### src/rtl/mem_arb_pkg.sv
// Shared types and sizing for the main-memory arbiter.
//   ADDR_W/DATA_W   : memory byte-address and data widths
//   BLOCK_WORDS     : 16-bit words per cache block (power of two)
//   WORD_W/OFFSET_W : word-index and byte-offset widths within a block
//   RR_RST_PREFER_IC: round-robin pointer reset value (0 = D-cache first)
package mem_arb_pkg;

   localparam int unsigned ADDR_W      = 16;
   localparam int unsigned DATA_W      = 16;
   localparam int unsigned BLOCK_WORDS = 8;
   localparam int unsigned WORD_W      = $clog2(BLOCK_WORDS);
   localparam int unsigned OFFSET_W    = WORD_W + 1;

   localparam logic RR_RST_PREFER_IC = 1'b0;

   typedef enum logic [1:0] {
      ST_IDLE    = 2'd0,
      ST_FILL_IC = 2'd1,
      ST_FILL_DC = 2'd2,
      ST_WRITE   = 2'd3
   } arb_state_e;

   // Memory request side payload
   typedef struct packed {
      logic              enable;
      logic              wr;
      logic [ADDR_W-1:0] addr;
      logic [DATA_W-1:0] data;
   } mem_req_t;

endpackage

### src/rtl/mem_arb_word_cnt.sv
// Block word counter used for both the read-issue and the read-return side.
//   clk, rst   : clock, asynchronous active-high reset
//   en         : advance by one
//   clr        : synchronous clear (wins over en)
//   cnt        : current count
//   terminal_c : count is at its last value
module mem_arb_word_cnt
   import mem_arb_pkg::*;
#(
   parameter int unsigned W = WORD_W
) (
   input  logic         clk,
   input  logic         rst,
   input  logic         en,
   input  logic         clr,
   output logic [W-1:0] cnt,
   output logic         terminal_c
);

   always_ff @(posedge clk or posedge rst) begin
      if (rst)      cnt <= '0;
      else if (clr) cnt <= '0;
      else if (en)  cnt <= cnt + W'(1);
   end

   assign terminal_c = (cnt == {W{1'b1}});

endmodule

### src/rtl/mem_arbiter.sv
// Shared main-memory port arbiter: D-cache stores, D-cache fills, I-cache fills.
// Grants one requester, issues the block reads (or the single store), counts
// returning valid beats and steers valid/index/done to the granted cache.
// Option: define MEM_ARB_RR_EN for round-robin between the two fill requesters
// (stores always keep top priority); otherwise D-cache fills beat I-cache fills.
//   ic_req/ic_addr, dc_req/dc_addr       : fill requests, held until done
//   dc_wr_req/dc_wr_addr/dc_wr_data      : store request, held until dc_wr_ack
//   mem_data_valid                       : one returned read word
//   ic_grant/dc_grant                    : fill owns the memory port
//   ic_data_valid/dc_data_valid          : returned valid steered to the owner
//   fill_word                            : index of the returning word
//   ic_done/dc_done                      : pulse with the final returned word
//   dc_wr_ack                            : pulse while the store is on the port
//   mem_enable/mem_wr/mem_addr/mem_data_out : memory request side
module mem_arbiter
   import mem_arb_pkg::*;
(
   input  logic              clk,
   input  logic              rst,
   input  logic              ic_req,
   input  logic [ADDR_W-1:0] ic_addr,
   input  logic              dc_req,
   input  logic [ADDR_W-1:0] dc_addr,
   input  logic              dc_wr_req,
   input  logic [ADDR_W-1:0] dc_wr_addr,
   input  logic [DATA_W-1:0] dc_wr_data,
   input  logic              mem_data_valid,
   output logic              ic_grant,
   output logic              dc_grant,
   output logic              ic_data_valid,
   output logic              dc_data_valid,
   output logic [WORD_W-1:0] fill_word,
   output logic              ic_done,
   output logic              dc_done,
   output logic              dc_wr_ack,
   output logic              mem_enable,
   output logic              mem_wr,
   output logic [ADDR_W-1:0] mem_addr,
   output logic [DATA_W-1:0] mem_data_out
);

   arb_state_e        state, state_nxt;
   logic [ADDR_W-1:0] addr_q;
   logic [DATA_W-1:0] data_q;
   logic              issue_done_q;
   logic [WORD_W-1:0] issue_cnt, rcv_cnt;
   logic              issue_last_c, rcv_last_c;
   logic              filling_c, issue_en_c, rcv_en_c, fill_end_c;
   logic              pick_ic_c, pick_dc_c;
   logic              load_c, load_wr_c;
   logic [ADDR_W-1:0] load_addr_c;
   mem_req_t          mem_req_c;

   // Fill arbitration between the two caches
`ifdef MEM_ARB_RR_EN
   logic prefer_ic_q;

   assign pick_dc_c = dc_req && !(ic_req && prefer_ic_q);

   // Pointer flips to the other cache whenever a fill is granted
   always_ff @(posedge clk or posedge rst) begin
      if (rst)                         prefer_ic_q <= RR_RST_PREFER_IC;
      else if (load_c && !load_wr_c)   prefer_ic_q <= (state_nxt == ST_FILL_DC);
   end
`else
   assign pick_dc_c = dc_req;
`endif
   assign pick_ic_c = ic_req && !pick_dc_c;

   assign filling_c  = (state == ST_FILL_IC) || (state == ST_FILL_DC);
   assign issue_en_c = filling_c && !issue_done_q;
   // Valid beats outside a fill are ignored entirely
   assign rcv_en_c   = filling_c && mem_data_valid;
   assign fill_end_c = rcv_en_c && rcv_last_c;

   mem_arb_word_cnt #(.W(WORD_W)) u_issue_cnt (
      .clk        (clk),
      .rst        (rst),
      .en         (issue_en_c),
      .clr        (fill_end_c),
      .cnt        (issue_cnt),
      .terminal_c (issue_last_c)
   );

   mem_arb_word_cnt #(.W(WORD_W)) u_rcv_cnt (
      .clk        (clk),
      .rst        (rst),
      .en         (rcv_en_c),
      .clr        (fill_end_c),
      .cnt        (rcv_cnt),
      .terminal_c (rcv_last_c)
   );

   // State register, request latches and issue-complete flag
   always_ff @(posedge clk or posedge rst) begin
      if (rst) begin
         state        <= ST_IDLE;
         addr_q       <= '0;
         data_q       <= '0;
         issue_done_q <= 1'b0;
      end else begin
         state <= state_nxt;
         if (load_c)    addr_q <= load_addr_c;
         if (load_wr_c) data_q <= dc_wr_data;
         // The issue counter wraps after the last read; this flag stops further issues
         if (fill_end_c)                      issue_done_q <= 1'b0;
         else if (issue_en_c && issue_last_c) issue_done_q <= 1'b1;
      end
   end

   // Next-state and request capture
   always_comb begin
      state_nxt   = state;
      load_c      = 1'b0;
      load_wr_c   = 1'b0;
      load_addr_c = ic_addr;
      case (state)
         ST_IDLE: begin
            if (dc_wr_req) begin
               state_nxt   = ST_WRITE;
               load_c      = 1'b1;
               load_wr_c   = 1'b1;
               load_addr_c = dc_wr_addr;
            end else if (pick_dc_c) begin
               state_nxt   = ST_FILL_DC;
               load_c      = 1'b1;
               load_addr_c = dc_addr;
            end else if (pick_ic_c) begin
               state_nxt   = ST_FILL_IC;
               load_c      = 1'b1;
               load_addr_c = ic_addr;
            end
         end
         ST_FILL_IC, ST_FILL_DC: begin
            if (fill_end_c) state_nxt = ST_IDLE;
         end
         ST_WRITE: state_nxt = ST_IDLE;
         default:  state_nxt = ST_IDLE;
      endcase
   end

   // Memory request side
   always_comb begin
      mem_req_c = '0;
      if (state == ST_WRITE) begin
         mem_req_c.enable = 1'b1;
         mem_req_c.wr     = 1'b1;
         mem_req_c.addr   = addr_q;
         mem_req_c.data   = data_q;
      end else if (issue_en_c) begin
         mem_req_c.enable = 1'b1;
         mem_req_c.addr   = {addr_q[ADDR_W-1:OFFSET_W], issue_cnt, 1'b0};
      end
   end

   assign mem_enable    = mem_req_c.enable;
   assign mem_wr        = mem_req_c.wr;
   assign mem_addr      = mem_req_c.addr;
   assign mem_data_out  = mem_req_c.data;

   assign ic_grant      = (state == ST_FILL_IC);
   assign dc_grant      = (state == ST_FILL_DC);
   assign ic_data_valid = rcv_en_c && (state == ST_FILL_IC);
   assign dc_data_valid = rcv_en_c && (state == ST_FILL_DC);
   assign ic_done       = fill_end_c && (state == ST_FILL_IC);
   assign dc_done       = fill_end_c && (state == ST_FILL_DC);
   assign fill_word     = rcv_cnt;
   assign dc_wr_ack     = (state == ST_WRITE);

endmodule
### config.mk
export PLATFORM = sky130hd
export DESIGN_NAME = mem_arbiter
export DESIGN_NICKNAME = d
export VERILOG_FILES = /design/src/rtl/mem_arb_pkg.sv /design/src/rtl/mem_arb_word_cnt.sv /design/src/rtl/mem_arbiter.sv
export SDC_FILE = /design/constraint.sdc
export NUM_CORES = 1
export LEC_CHECK = 0
export CAP_MARGIN = 10
export CORE_MARGIN = 3
export CORE_UTILIZATION = 40
export CTS_CLUSTER_DIAMETER = 200
export DETAILED_ROUTE_END_ITERATION = 12
export PLACE_DENSITY_LB_ADDON = 0.08
export SLEW_MARGIN = 20
export SYNTH_ARGS = -nofsm -noshare
export SYNTH_HDL_FRONTEND = slang
export SYNTH_HIERARCHICAL = 1
export SYNTH_SLANG_ARGS = --single-unit
### constraint.sdc
create_clock -name clk -period 4.9 [get_ports clk]
set_input_delay 0.98 -clock clk [delete_from_list [all_inputs] [get_ports clk]]
set_output_delay 0.98 -clock clk [all_outputs]
set_load 0.02 [all_outputs]
==> results of run 1 <==
## power groups by stage
stage	clock, mW	sequential, mW	combinational (mW)
2_1_floorplan	0	0.600	0.614
3_3_place_gp	0	0.607	0.960
3_5_place_dp	0	0.614	0.982
4_1_cts	0.290	0.609	0.984
5_1_grt	0.308	0.631	1.07
6_report	0.285	0.606	0.970
## cell usage after synthesis (all sizes together)
cell    instances
dfrtp          41
mux2           29
nand2          22
and2           21
o21ai          20
mux2i          18
nor2           12
ha              9
buf             8
and2b           7
inv             7
nor2b           7
clkbuf          4
a31oi           3
a21oi           2
a22oi           2
and3            2
xnor2           2
a21boi          1
a21o            1
a32o            1
nand2b          1
o31a            1
o31ai           1
## critical path, delay by kind of cell, from the launching register on
kind          cells  cell delay (ns)
fa+ha+maj         1             0.41
buf+inv           2             0.64
flops             1             0.40
simple gates      3             1.14
## stage by stage
stage / hold slack [ns] / area, sq um / util / power [mW]
2_1_floorplan: 0.442 / 2370 / - / 1.21
5_1_grt: 0.513 / 3650 / 0.651 / 2.01
4_1_cts: 0.488 / 3650 / 0.651 / 1.88
3_5_place_dp: 0.468 / 3530 / 0.629 / 1.60
6_report: 0.483 / 3650 / 0.651 / 1.86
3_3_place_gp: 0.452 / 3530 / 0.629 / 1.57
## cells by family after synthesis
logic type,after synthesis
XOR/XNOR,2
multiplexers,47
adder cells (fa/ha/maj),9
AND/OR/NAND/NOR,72
buffers and inverters,19
AO/OA/AOI/OAI,32
flip-flops,41
## cell type report
class	instances	area [sq um]
multi-input combinational	162	1230
clock inverter	2	37.5
timing repair buffer	116	1150
inverter	7	26.3
clock buffer	6	82.6
sequential	41	1030
fill	497	1960
tap	72	90.1
## worst min-delay path by stage
stage | end | slack (ns) | from
final | addr_q[4]$_DFFE_PP0P_ | 0.48 | addr_q[4]$_DFFE_PP0P_
after CTS | addr_q[4]$_DFFE_PP0P_ | 0.49 | addr_q[4]$_DFFE_PP0P_
after detailed placement | addr_q[4]$_DFFE_PP0P_ | 0.47 | addr_q[4]$_DFFE_PP0P_
after global placement | addr_q[0]$_DFFE_PP0P_ | 0.45 | addr_q[0]$_DFFE_PP0P_
after global routing | data_q[0]$_DFFE_PP0P_ | 0.51 | data_q[0]$_DFFE_PP0P_
after floorplan | addr_q[0]$_DFFE_PP0P_ | 0.44 | addr_q[0]$_DFFE_PP0P_
## sequential cells by signal, summed over array words and instances (netlist names)
| name | cells |
|---|---|
| data_q | 16 |
| addr_q | 16 |
| state | 2 |
| issue_done_q | 1 |
| u_issue_cnt/cnt | 3 |
| u_rcv_cnt/cnt | 3 |
## layer usage
metal | wire length [microns] | share of wire
met5 | 0 | 0
met4 | 136 | 0.023
met3 | 384 | 0.065
met2 | 2940 | 0.50
met1 | 2460 | 0.42
==> flow_summary.toml, run 1 <==
[synthesis]
yosys.area.top_type_share = 0.433
ys_seq_area_frac = 0.433
synth.distinct_cells = 32
synth_xor_area_frac = 0.00740
synthAdderAreaFrac = 0.0476
synth_seq_cells = 41
syn_area_sq_mm = 0.00237
syn_area_per_cell_sq_um = 10.7
synth_compound_area_frac = 0.0851
synth_top_family_by_area = "multiplexers"
synth_simple_gate_area_frac = 0.166
synthCells = 222
yosys.area.top_type = "dfrtp_1"
synth_mux_area_frac = 0.214
ys_top_cells_by_area = "dfrtp_1 43%, mux2_2 14%, mux2i_1 7.6%"
yosys_warnings = 6
synth_fp_nets = 301

[timing]
setup_viol = 0
setup_total_negative_slack_ns = 0
hold_violations = 0
fin_ws_ns = 1.04
clock.fmax_mhz = 259
grt_setup_unrepaired = "false"
fin_crit_ns = 3.86
slew-limit-headroom = 0.411
fin_skew_ns = 0.00588
period_share = 0.787
slew_viol_final = 0
worst_slew_pin_slew_ns = 0.880

[cells_and_area]
most-common-layout-cells = "113 x clkdlybuf4s50_1, 41 x dfrtp_1, 29 x mux2_2"
layout_commonest_cell = "clkdlybuf4s50_1"
antenna_cells = 0
areaGrowthSynthToFinish_pct = 54.1
stdcell_count = 406
fin_nets = 412
layout-drive-gt1-share = 0.141

[routing]
drt_iter0_markers = 85
wl_per_cell_microns = 14.6
vias = 1974
drt-pass1-iter-count = 4
routed_wirelength_microns = 5910
drcViolationCount = 0
ant_nets = 0
vias_per_cell = 4.86

[grt]
gr-usage-met2 = 0.300
gr-usage-met1 = 0.210
antenna_found_initial = 0
busiest_layer = "met2"
grt_max_degree = 27
grt_use_met3 = 0.0575
grt_pass1_vias = 2037
grt_pass1_wl_microns = 9880
grt-ovfl-total = 0
gr-usage-all-layers = 0.176

[setup_path]
r2r_cells = 4
reg2reg_slack_ns = 3.18
timing.rr.end = "data_q[7]$_DFFE_PP0P_"
required_ns = 3.92
critical_path.endpoint = "mem_addr[8]"
cp-startpoint = "state[0]$_DFFE_PP0P_"
r2r_start = "state[0]$_DFFE_PP0P_"
end_kind = "output pin"
arrival_ns = 2.88
slowest_stage = "nor2_1"
crit_chain = "inv_1, ha_1, nor2b_4, nor2_1, and2b_1, clkdlybuf4s50_1"
max_stage_delay_ns = 0.67
cp_max_fo = 13
crit_type = "reg2out"
worstSetupStartpointType = "flop"

[cts]
post_cts_buffers = 0
cts_tree = "built"
cts_made_buffers = 5
clockRootBuffer = "clkbuf_8"
cts-hold-fix-buffers = 0
cts_num_sinks = 41
htreeDepth = 2
clkTransAtPathRegs_ns = 0.08
post_cts_resized = 0
clk_path_buf_depth = 2
clk_latency_ns = 0.29

[run]
drv_cap = 0

[power]
leakagePower_nw = 1.56
power.density_mw_per_mm2 = 510
seq_power_share = 0.326
p_sw_uw = 691
p_int_mw = 1.17
pwr-share-clk = 0.153
netSwitchingFraction = 0.371
max-vdd-ir-drop_v = 0.000267
pwr-share-comb = 0.521

[floorplanning]
dieArea_sq_mm = 0.00688
start_util = 0.422
die_w_microns = 82.9
core_sq_mm = 0.00561
rows = 27
fp.dieH_microns = 82.9
ios = 114

[run_status]
status = "finished clean"

[placement]
dp_slack_ns = 1.31
routabilityCongestion = 0.817
dp_cells = 398
io_buffer_count = 113
dp.final_hpwl_microns = 4710

[worst_hold_path]
hold_depth = 2
holdCritPathClass = "reg2reg"
(Power assumes the default switching activity.)
==> run 2: changes to the inputs <==
==> constraint.sdc (replaced) <==
create_clock -name clk -period 4 [get_ports clk]
set_input_delay 0.8 -clock clk [delete_from_list [all_inputs] [get_ports clk]]
set_output_delay 0.8 -clock clk [all_outputs]
set_load 0.02 [all_outputs]
==> flow_summary.toml, run 2 (synthesized netlist as in run 1, its figures left out) <==
[run_status]
status = "finished clean"

[grt]
grt_pass1_vias = 2081
antenna_found_initial = 0
busiest_layer = "met2"
grt_use_met3 = 0.0377
gr-usage-met1 = 0.211
grt_max_degree = 27
grt-ovfl-total = 0
grt_pass1_wl_microns = 9870
gr-usage-all-layers = 0.175
gr-usage-met2 = 0.311

[cts]
clockRootBuffer = "clkbuf_8"
cts_num_sinks = 41
clkTransAtPathRegs_ns = 0.08
clk_latency_ns = 0.29
clk_path_buf_depth = 2
cts_made_buffers = 5
post_cts_resized = 0
htreeDepth = 2
cts_tree = "built"
cts-hold-fix-buffers = 0
post_cts_buffers = 0

[floorplanning]
fp.dieH_microns = 82.9
dieArea_sq_mm = 0.00688
core_sq_mm = 0.00561
rows = 27
die_w_microns = 82.9
ios = 114
start_util = 0.422

[cells_and_area]
layout-drive-gt1-share = 0.141
most-common-layout-cells = "113 x clkdlybuf4s50_1, 41 x dfrtp_1, 29 x mux2_2"
reg.largest.list = "addr_q x16, data_q x16"
fin_nets = 413
antenna_cells = 0
layout_commonest_cell = "clkdlybuf4s50_1"
areaGrowthSynthToFinish_pct = 53.8

[timing]
fin_skew_ns = 0.00502
hold_violations = 0
worst_slew_pin_slew_ns = 0.947
grt_setup_unrepaired = "false"
slew-limit-headroom = 0.368
setup_viol = 0
period_share = 0.908
fin_crit_ns = 3.63
clock.fmax_mhz = 275
slew_viol_final = 0
setup_total_negative_slack_ns = 0
holdWs_ns = 0.483

[run]
drv_cap = 0

[setup_path]
arrival_ns = 2.83
crit_chain = "inv_1, ha_1, nor2b_4, nor2_1, and2b_1, clkdlybuf4s50_1"
max_stage_delay_ns = 0.68
required_ns = 3.20
critical_path.top_delay_family = "simple AND/OR/NAND/NOR gates"
worstSetupStartpointType = "flop"
end_kind = "output pin"
crit_type = "reg2out"
slowest_stage = "nor2_1"
path_buf_inv = 2
cp_max_fo = 13

[routing]
vias_per_cell = 4.78
routed_wirelength_microns = 5850
ant_nets = 0
drt_iter0_markers = 46
drcViolationCount = 0
vias = 1942
wl_per_cell_microns = 14.4
drt-pass1-iter-count = 4

[power]
pwr-share-clk = 0.143
p_int_mw = 1.41
seq_power_share = 0.333
max-vdd-ir-drop_v = 0.000338
power.density_mw_per_mm2 = 615
leakagePower_nw = 1.57
pwr-share-comb = 0.524
p_sw_uw = 825
netSwitchingFraction = 0.369

[placement]
io_buffer_count = 113
routabilityCongestion = 0.835
dp.final_hpwl_microns = 4640

[worst_hold_path]
holdCritPathClass = "reg2reg"
==> run 2: cell types whose count changed in the layout (fill, tap and decap cells not counted), sizes merged <==
cell	previous run	this run
buf	3	4
clkbuf	6	5
clkinv	0	1
clkinvlp	1	0
==> run 2: worst min-delay path: stages, from the launching register on <==
cell and delay (ns):
dfrtp_1 0.35, nand2_1 0.04, o21ai_0 0.06
==> run 2: routing by layer <==
metal	part of all wire	wire, microns	vias up
li1	-	-	969
met1	0.42	2480	906
met2	0.51	2980	60
met3	0.054	316	7
met4	0.012	70	0
met5	0	0	-
==> run 2: worst paths after layout <==
check | startpoint | endpoint | slack (ns) | depth (start not counted)
worst max-delay path | state[0]$_DFFE_PP0P_ | mem_addr[9] | 0.37 | 6
worst min register to register | addr_q[0]$_DFFE_PP0P_ | addr_q[0]$_DFFE_PP0P_ | 0.48 | 2
max in group asynchronous | rst | addr_q[10]$_DFFE_PP0P_ | 2.19 | 3
min in group asynchronous | rst | u_rcv_cnt/cnt[0]$_DFFE_PP0P_ | 0.73 | 2
worst min-delay path | addr_q[0]$_DFFE_PP0P_ | addr_q[0]$_DFFE_PP0P_ | 0.48 | 2
worst max register to register | state[0]$_DFFE_PP0P_ | data_q[6]$_DFFE_PP0P_ | 2.31 | 4
==> run 2: layout make-up <==
class                           instances  area [sq um]
Tap cell                               72          90.1
Clock buffer                            5          68.8
Sequential cell                        41          1030
Fill cell                             497          1970
Multi-Input combinational cell        162          1230
Inverter                                7          26.3
Timing Repair Buffer                  117          1160
Clock inverter                          2          35.0
==> run 2: power by group through the flow <==
stage	sequential (mW)	clock [mW]	combinational (mW)
floorplan	0.735	0	0.752
global placement	0.748	0	1.17
detailed placement	0.754	0	1.19
CTS	0.749	0.329	1.19
global route	0.775	0.348	1.29
finish	0.746	0.320	1.17
==> run 2: stage by stage <==
| stage | std cells | setup WS, ns | cell area (sq um) | total power, mW | util |
|---|---|---|---|---|---|
| after floorplan | 222 | 1.56 | 2370 | 1.49 | - |
| after global placement | 399 | 0.739 | 3540 | 1.92 | 0.631 |
| after detailed placement | 399 | 0.671 | 3540 | 1.94 | 0.631 |
| after CTS | 406 | 0.347 | 3640 | 2.27 | 0.649 |
| after global routing | 406 | 0.219 | 3640 | 2.42 | 0.649 |
| final | 406 | 0.367 | 3640 | 2.24 | 0.649 |
